`src/rtl/pipeline_pkg.sv`:
```
// Shared types for the register scoreboard: register index, EX-shadow entry,
// and the load-use stall FSM states.
package pipeline_pkg;

    localparam int unsigned REG_IDX_W = 3;
    localparam int unsigned NUM_REGS  = 8;

    typedef logic [REG_IDX_W-1:0] reg_idx_t;

    // Snapshot of the instruction currently occupying EX.
    typedef struct packed {
        logic     valid;
        logic     is_load;
        logic     wr1;
        logic     wr2;
        reg_idx_t d1;
        reg_idx_t d2;
    } shadow_t;

    typedef enum logic {
        RUN    = 1'b0,
        BUBBLE = 1'b1
    } sb_state_e;

    // True when register r is one of the enabled destinations of entry s.
    function automatic logic dest_hit(input shadow_t s, input reg_idx_t r);
        return (s.wr1 && (s.d1 == r)) || (s.wr2 && (s.d2 == r));
    endfunction

endpackage

```
`src/rtl/sb_counter.sv`:
```
// Single saturating up/down pending counter. Increment is 0/1 and decrement
// is 0..2 per cycle; the net change is applied with a floor of 0 and a
// ceiling of 2^CNT_W-1. ovf_out pulses when a net increment hits the ceiling.
module sb_counter #(
    parameter int unsigned CNT_W = 2
) (
    input  logic             clk,
    input  logic             rst,
    input  logic             inc_in,
    input  logic [1:0]       dec_in,
    output logic [CNT_W-1:0] cnt_out,
    output logic             ovf_out
);

    logic [CNT_W-1:0] cnt_q, cnt_d;
    logic [CNT_W+1:0] sum;

    // Net update: two guard bits catch both underflow (sign) and overflow.
    always_comb begin
        sum     = {2'b00, cnt_q} + (CNT_W+2)'(inc_in) - (CNT_W+2)'(dec_in);
        cnt_d   = cnt_q;
        ovf_out = 1'b0;
        if (sum[CNT_W+1]) begin
            cnt_d = '0;
        end else if (sum[CNT_W]) begin
            cnt_d   = '1;
            ovf_out = 1'b1;
        end else begin
            cnt_d = sum[CNT_W-1:0];
        end
    end

    // Counter register.
    always_ff @(posedge clk or posedge rst) begin
        if (rst) cnt_q <= '0;
        else     cnt_q <= cnt_d;
    end

    assign cnt_out = cnt_q;

endmodule

```
`src/rtl/scoreboard_unit.sv`:
```
// Register scoreboard: per-register pending-write counters from issue to
// retirement, an EX shadow of the last issued instruction, and a one-cycle
// load-use stall FSM.
// Optional: SCOREBOARD_STATS_EN adds stall_cycles_out (wrapping stall count).
module scoreboard_unit #(
    parameter int unsigned NUM_REGS = 8,
    parameter int unsigned CNT_W    = 2
) (
    input  logic                clk,
    input  logic                rst,
    input  logic                issue_valid_in,
    input  logic [2:0]          Rsrc_ID_in,
    input  logic [2:0]          Rdst_ID_in,
    input  logic                use_Rsrc_ID_in,
    input  logic                use_Rdst_ID_in,
    input  logic                wr1_ID_in,
    input  logic                wr2_ID_in,
    input  logic                mem_to_Reg_ID_in,
    input  logic                flush_EX_in,
    input  logic                wb_valid_in,
    input  logic [2:0]          Rdst1_WB_in,
    input  logic [2:0]          Rdst2_WB_in,
    input  logic                wr1_WB_in,
    input  logic                wr2_WB_in,
    output logic                stall_out,
    output logic [NUM_REGS-1:0] pending_mask_out,
    output logic                overflow_out
`ifdef SCOREBOARD_STATS_EN
    ,
    output logic [15:0]         stall_cycles_out
`endif
);

    import pipeline_pkg::*;

    shadow_t          shadow_q, shadow_d;
    sb_state_e        state_q, state_d;
    logic             overflow_q, overflow_d;
    logic             hz;
    logic [NUM_REGS-1:0] inc;
    logic [NUM_REGS-1:0] ovf;
    logic [1:0]          dec [NUM_REGS];
    logic [CNT_W-1:0]    cnt [NUM_REGS];

    // Per-register increment/decrement decode; duplicate indices in one
    // source collapse to a single step, flush and retire each add one step.
    always_comb begin
        for (int unsigned r = 0; r < NUM_REGS; r++) begin
            inc[r] = issue_valid_in &&
                     ((wr1_ID_in && (Rdst_ID_in == reg_idx_t'(r))) ||
                      (wr2_ID_in && (Rsrc_ID_in == reg_idx_t'(r))));
            dec[r] = {1'b0, wb_valid_in &&
                            ((wr1_WB_in && (Rdst1_WB_in == reg_idx_t'(r))) ||
                             (wr2_WB_in && (Rdst2_WB_in == reg_idx_t'(r))))}
                   + {1'b0, flush_EX_in && shadow_q.valid &&
                            dest_hit(shadow_q, reg_idx_t'(r))};
        end
    end

    for (genvar g = 0; g < NUM_REGS; g++) begin : g_cnt
        sb_counter #(.CNT_W(CNT_W)) u_cnt (
            .clk     (clk),
            .rst     (rst),
            .inc_in  (inc[g]),
            .dec_in  (dec[g]),
            .cnt_out (cnt[g]),
            .ovf_out (ovf[g])
        );
        assign pending_mask_out[g] = |cnt[g];
    end

    // Load-use hazard against the instruction in EX, and shadow next value.
    always_comb begin
        hz = shadow_q.valid && shadow_q.is_load && !flush_EX_in &&
             ((use_Rsrc_ID_in && dest_hit(shadow_q, Rsrc_ID_in)) ||
              (use_Rdst_ID_in && dest_hit(shadow_q, Rdst_ID_in)));
        shadow_d       = shadow_q;
        shadow_d.valid = 1'b0;
        if (issue_valid_in) begin
            shadow_d.valid   = 1'b1;
            shadow_d.is_load = mem_to_Reg_ID_in;
            shadow_d.wr1     = wr1_ID_in;
            shadow_d.wr2     = wr2_ID_in;
            shadow_d.d1      = Rdst_ID_in;
            shadow_d.d2      = Rsrc_ID_in;
        end
        overflow_d = overflow_q | (|ovf);
    end

    // Stall FSM: stall in RUN on a hazard, then one BUBBLE cycle that never stalls.
    always_comb begin
        state_d   = state_q;
        stall_out = 1'b0;
        case (state_q)
            RUN: begin
                stall_out = hz;
                if (hz) state_d = BUBBLE;
            end
            BUBBLE:  state_d = RUN;
            default: state_d = RUN;
        endcase
    end

    // Shadow, FSM and sticky overflow registers.
    always_ff @(posedge clk or posedge rst) begin
        if (rst) begin
            shadow_q   <= '0;
            state_q    <= RUN;
            overflow_q <= 1'b0;
        end else begin
            shadow_q   <= shadow_d;
            state_q    <= state_d;
            overflow_q <= overflow_d;
        end
    end

    assign overflow_out = overflow_q;

`ifdef SCOREBOARD_STATS_EN
    logic [15:0] stall_cycles_q, stall_cycles_d;

    // Stall cycle counter, wraps at 16 bits.
    always_comb begin
        stall_cycles_d = stall_cycles_q + 16'(stall_out);
    end

    // Stall cycle counter register.
    always_ff @(posedge clk or posedge rst) begin
        if (rst) stall_cycles_q <= '0;
        else     stall_cycles_q <= stall_cycles_d;
    end

    assign stall_cycles_out = stall_cycles_q;
`endif

endmodule
```
`config.mk`:
```
export PLATFORM = sky130hd
export DESIGN_NAME = scoreboard_unit
export DESIGN_NICKNAME = d
export VERILOG_FILES = /design/src/rtl/pipeline_pkg.sv /design/src/rtl/sb_counter.sv /design/src/rtl/scoreboard_unit.sv
export SDC_FILE = /design/constraint.sdc
export NUM_CORES = 1
export LEC_CHECK = 0
export BUFFER_PORTS_ARGS = -buffer_cell sky130_fd_sc_hd__buf_2
export CORE_MARGIN = 2
export CORE_UTILIZATION = 55
export DETAILED_ROUTE_END_ITERATION = 8
export PLACE_DENSITY = 0.75
export REMOVE_ABC_BUFFERS = 1
export SKIP_CTS_REPAIR_TIMING = 1
export SYNTH_ARGS = -nofsm -noshare
export SYNTH_HDL_FRONTEND = slang
export SYNTH_SLANG_ARGS = --single-unit
```
`constraint.sdc`:
```
create_clock -name clk -period 6.3 [get_ports clk]
set_input_delay 0 -clock clk [delete_from_list [all_inputs] [get_ports clk]]
set_output_delay 0 -clock clk [all_outputs]
set_load 0.02 [all_outputs]
```
==> results.sh <==
export IMPL_stdcell_count=366
export IMPL_hold_viol_final=29
export IMPL_p_int_mw=0.486
export IMPL_first_pass_iters=5
export IMPL_fillers=407
export IMPL_worst_slew_margin_rel_pct=26.8
export IMPL_synthMuxAreaShare_pct=3.90
export IMPL_p_leak_nw=1.30
export IMPL_powerDensity_nw_per_um2=274
export IMPL_cp_start_kind="register"
export IMPL_worstSetupPathType="register to register"
export IMPL_totalWireLength_um=5250
export IMPL_ys_ff_latch=28
export IMPL_worstPathArrival_ns=2.81
export IMPL_vdd_drop_max_mv=0.144
export IMPL_synth_fa_ha_area_share_pct=23.9
export IMPL_rsz0062_at_grt="no"
export IMPL_cts_sinks=28
export IMPL_portBuffers=33
export IMPL_ant_nets=0
export IMPL_ys_types=30
export IMPL_worst_pin_slew_ns=1.10
export IMPL_drc=0
export IMPL_p_clk_share_pct=18.6
export IMPL_stdcell_area_sq_um=2890
export IMPL_syn_inst=285
export IMPL_fin_tns_setup_ns=0
export IMPL_grt_max_degree=29
export IMPL_synth_compound_area_share_pct=10.8
export IMPL_violations="hold timing"
export IMPL_vias=2021
export IMPL_setup_violations_final=0
export IMPL_clock_path_buffers=2
export IMPL_status="complete, but fails checks"
export IMPL_comb_power_share_pct=44.7
export IMPL_crit_required_ns=6.47
export IMPL_finalPower_mw=0.791
export IMPL_timing_fmax_ghz=0.379
export IMPL_core_area_sq_um=4630
export IMPL_synth_ff_type="dfrtp_1"
export IMPL_gp_congestion=0.918
export IMPL_fin_crit_sh_pct=41.9
export IMPL_synth_top_family_by_area="simple AND/OR/NAND/NOR gates"
export IMPL_min_period_ns=2.64
export IMPL_drtIter0Drc=121
export IMPL_die_h_um=72.8
export IMPL_dp_cells=359
export IMPL_nets=377
export IMPL_synth_area_sq_um=2600
export IMPL_power_frac_seq_pct=36.7
export IMPL_cts_buffers=3
export IMPL_timing_hold_ws_ns=-0.0258
export IMPL_area_growth_pct=10.9
export IMPL_synthArstFlopShare_pct=100
export IMPL_clock_latency_ns=0.28
export IMPL_power_switching_mw=0.306
export IMPL_grt_total_usage_pct=21.9
export IMPL_antenna_found_initial=0
export IMPL_clock_skew_ns=0.00705
export IMPL_die_width_um=72.8
export IMPL_io_pins=34
export IMPL_core_rowCount=25
export IMPL_avgViaCountPerCell=5.52
export IMPL_post_route_util_pct=62.3
export IMPL_synthXorXnorAreaFrac_pct=4.38
export IMPL_h_tree_depth=1
export IMPL_seqCellArea_sq_um=701
export IMPL_drv_slew=0
export IMPL_synth_edf_count=0
export IMPL_grt_pass1_wl_um=9100
export IMPL_die_area_sq_um=5300
export IMPL_grt_pass1_vias=1918
export IMPL_path_max_fanout=8
export IMPL_dpl_cell_area_sq_um=2780
export IMPL_dpl_hpwl_um=4180
export IMPL_hp_class="input pin to asynchronous set/reset pin"
export IMPL_wl_per_cell_um=14.3
export IMPL_clk_pin_slew_ns=0.11
export IMPL_layout_drive_gt1_share_pct=18.3
export IMPL_yosys_area_share_simple_pct=23.9
export IMPL_initial_utilization_pct=56.2
export IMPL_tritoncts="yes"
export IMPL_synth_warning_count=0
export IMPL_switching_share_pct=38.6
export IMPL_synth_avg_cell_area_sq_um=9.13
export IMPL_cap_viol_max_count=0
export IMPL_ys_seq_area_share_pct=26.9
export IMPL_multi_input_area_sq_um=1740
export IMPL_overflow=0
export IMPL_cts_root_buf="clkbuf_8"
export IMPL_worstSetupEndpointType="register"
export IMPL_antennaDiodeCount=0
==> metal layers <==
layer / global-route usage [%] / vias to the layer above / routed length [um]
met5: 0 / - / 0
met4: 3.70 / 0 / 34
met3: 2.35 / 4 / 195
met2: 33.8 / 54 / 2430
met1: 33.8 / 952 / 2590
li1: - / 1011 / -
==> power groups by stage <==
| stage | Clock [mW] | Combinational, mW | Sequential [mW] |
|---|---|---|---|
| 3_5_place_dp | 0 | 0.352 | 0.296 |
| 5_1_grt | 0.157 | 0.406 | 0.302 |
| 2_1_floorplan | 0 | 0.268 | 0.282 |
| 4_1_cts | 0.149 | 0.356 | 0.293 |
| 3_3_place_gp | 0 | 0.345 | 0.293 |
| 6_report | 0.147 | 0.354 | 0.291 |
==> critical path, stage by stage, from the launching register on <==
cell       delay (ns)
dfrtp_1          0.49
nor2_1           0.19
and3_1           0.18
a31oi_1          0.05
nor2_1           0.19
fa_1             0.26
ha_1             0.27
nor2b_4          0.06
a2111oi_2        0.34
nand4_1          0.11
or3_1            0.37
==> cell usage after synthesis, drive strengths merged (7+ instances only) <==
cell type,count,share of area [%]
a31oi,8,1.9
and2,12,2.9
fa,16,12
nor2b,9,2.5
nand3,7,1.3
nand4,8,1.9
xnor2,13,4.4
nand2b,22,5.3
nor2,7,1.0
mux2,9,3.9
dfrtp,28,27
clkbuf,12,1.7
o22ai,12,2.9
ha,24,12
or2,8,1.9
nor3,8,1.5
a21oi,14,2.7
inv,30,4.3
nand3b,8,2.3
nand2,16,2.3
==> cell usage in the layout, fill, tap and decap left out, types with 8 or more instances in the layout <==
| master | count |
|---|---|
| and2_1 | 12 |
| o22ai_1 | 12 |
| mux2_2 | 9 |
| ha_1 | 24 |
| a21oi_1 | 14 |
| a31oi_1 | 8 |
| fa_1 | 16 |
| or2_2 | 8 |
| dfrtp_1 | 28 |
| xnor2_1 | 13 |
| nand2_1 | 16 |
| buf_2 | 33 |
| nand3b_1 | 8 |
| nand2b_1 | 22 |
| nand4_1 | 8 |
| inv_1 | 30 |
| nor2b_1 | 8 |
| nor3_1 | 8 |
==> sequential cells by signal (all words and copies together), names as in the netlist <==
name and count:
state_q 1, shadow_q 10, overflow_out 1, g_cnt.u_cnt.cnt_out 16
==> metrics by stage <==
stage          hold WS, ns  worst slack [ns]
5_1_grt            0.00255              3.48
4_1_cts            -0.0567              3.65
3_5_place_dp         0.240              3.69
6_report           -0.0258              3.66
2_1_floorplan       0.0314              3.98
3_3_place_gp         0.231              3.72
==> worst paths after layout <==
kind,start,endpoint,slack (ns),cells after the start
worst min register to register,shadow_q[8]$_DFFE_PP0P_,shadow_q[8]$_DFFE_PP0P_,0.54,1
min in group clk,wr2_ID_in,shadow_q[6]$_DFFE_PP0P_,-0.01,2
worst max-delay path,shadow_q[3]$_DFFE_PP0P_,overflow_out$_DFF_PP0_,3.66,10
worst min-delay path,rst,shadow_q[8]$_DFFE_PP0P_,-0.03,2
max in group asynchronous,rst,g_cnt[1].u_cnt.cnt_out[0]$_DFF_PP0_,5.67,2
worst max register to register,shadow_q[3]$_DFFE_PP0P_,overflow_out$_DFF_PP0_,3.66,10
==> cell families after synthesis <==
logic type	Yosys count
simple gates	108
compound gates	44
buf+inv	43
fa+ha+maj	40
flops	28
xor+xnor	13
mux	9
==> area by class of cell <==
class | instances | area share, %
timing repair buffer | 36 | 6.76
clock inverter | 1 | 1.04
multi-input combinational | 214 | 60.2
tap | 54 | 2.34
clock buffer | 3 | 1.43
sequential | 28 | 24.3
inverter | 30 | 3.90
(Power assumes the default switching activity.)
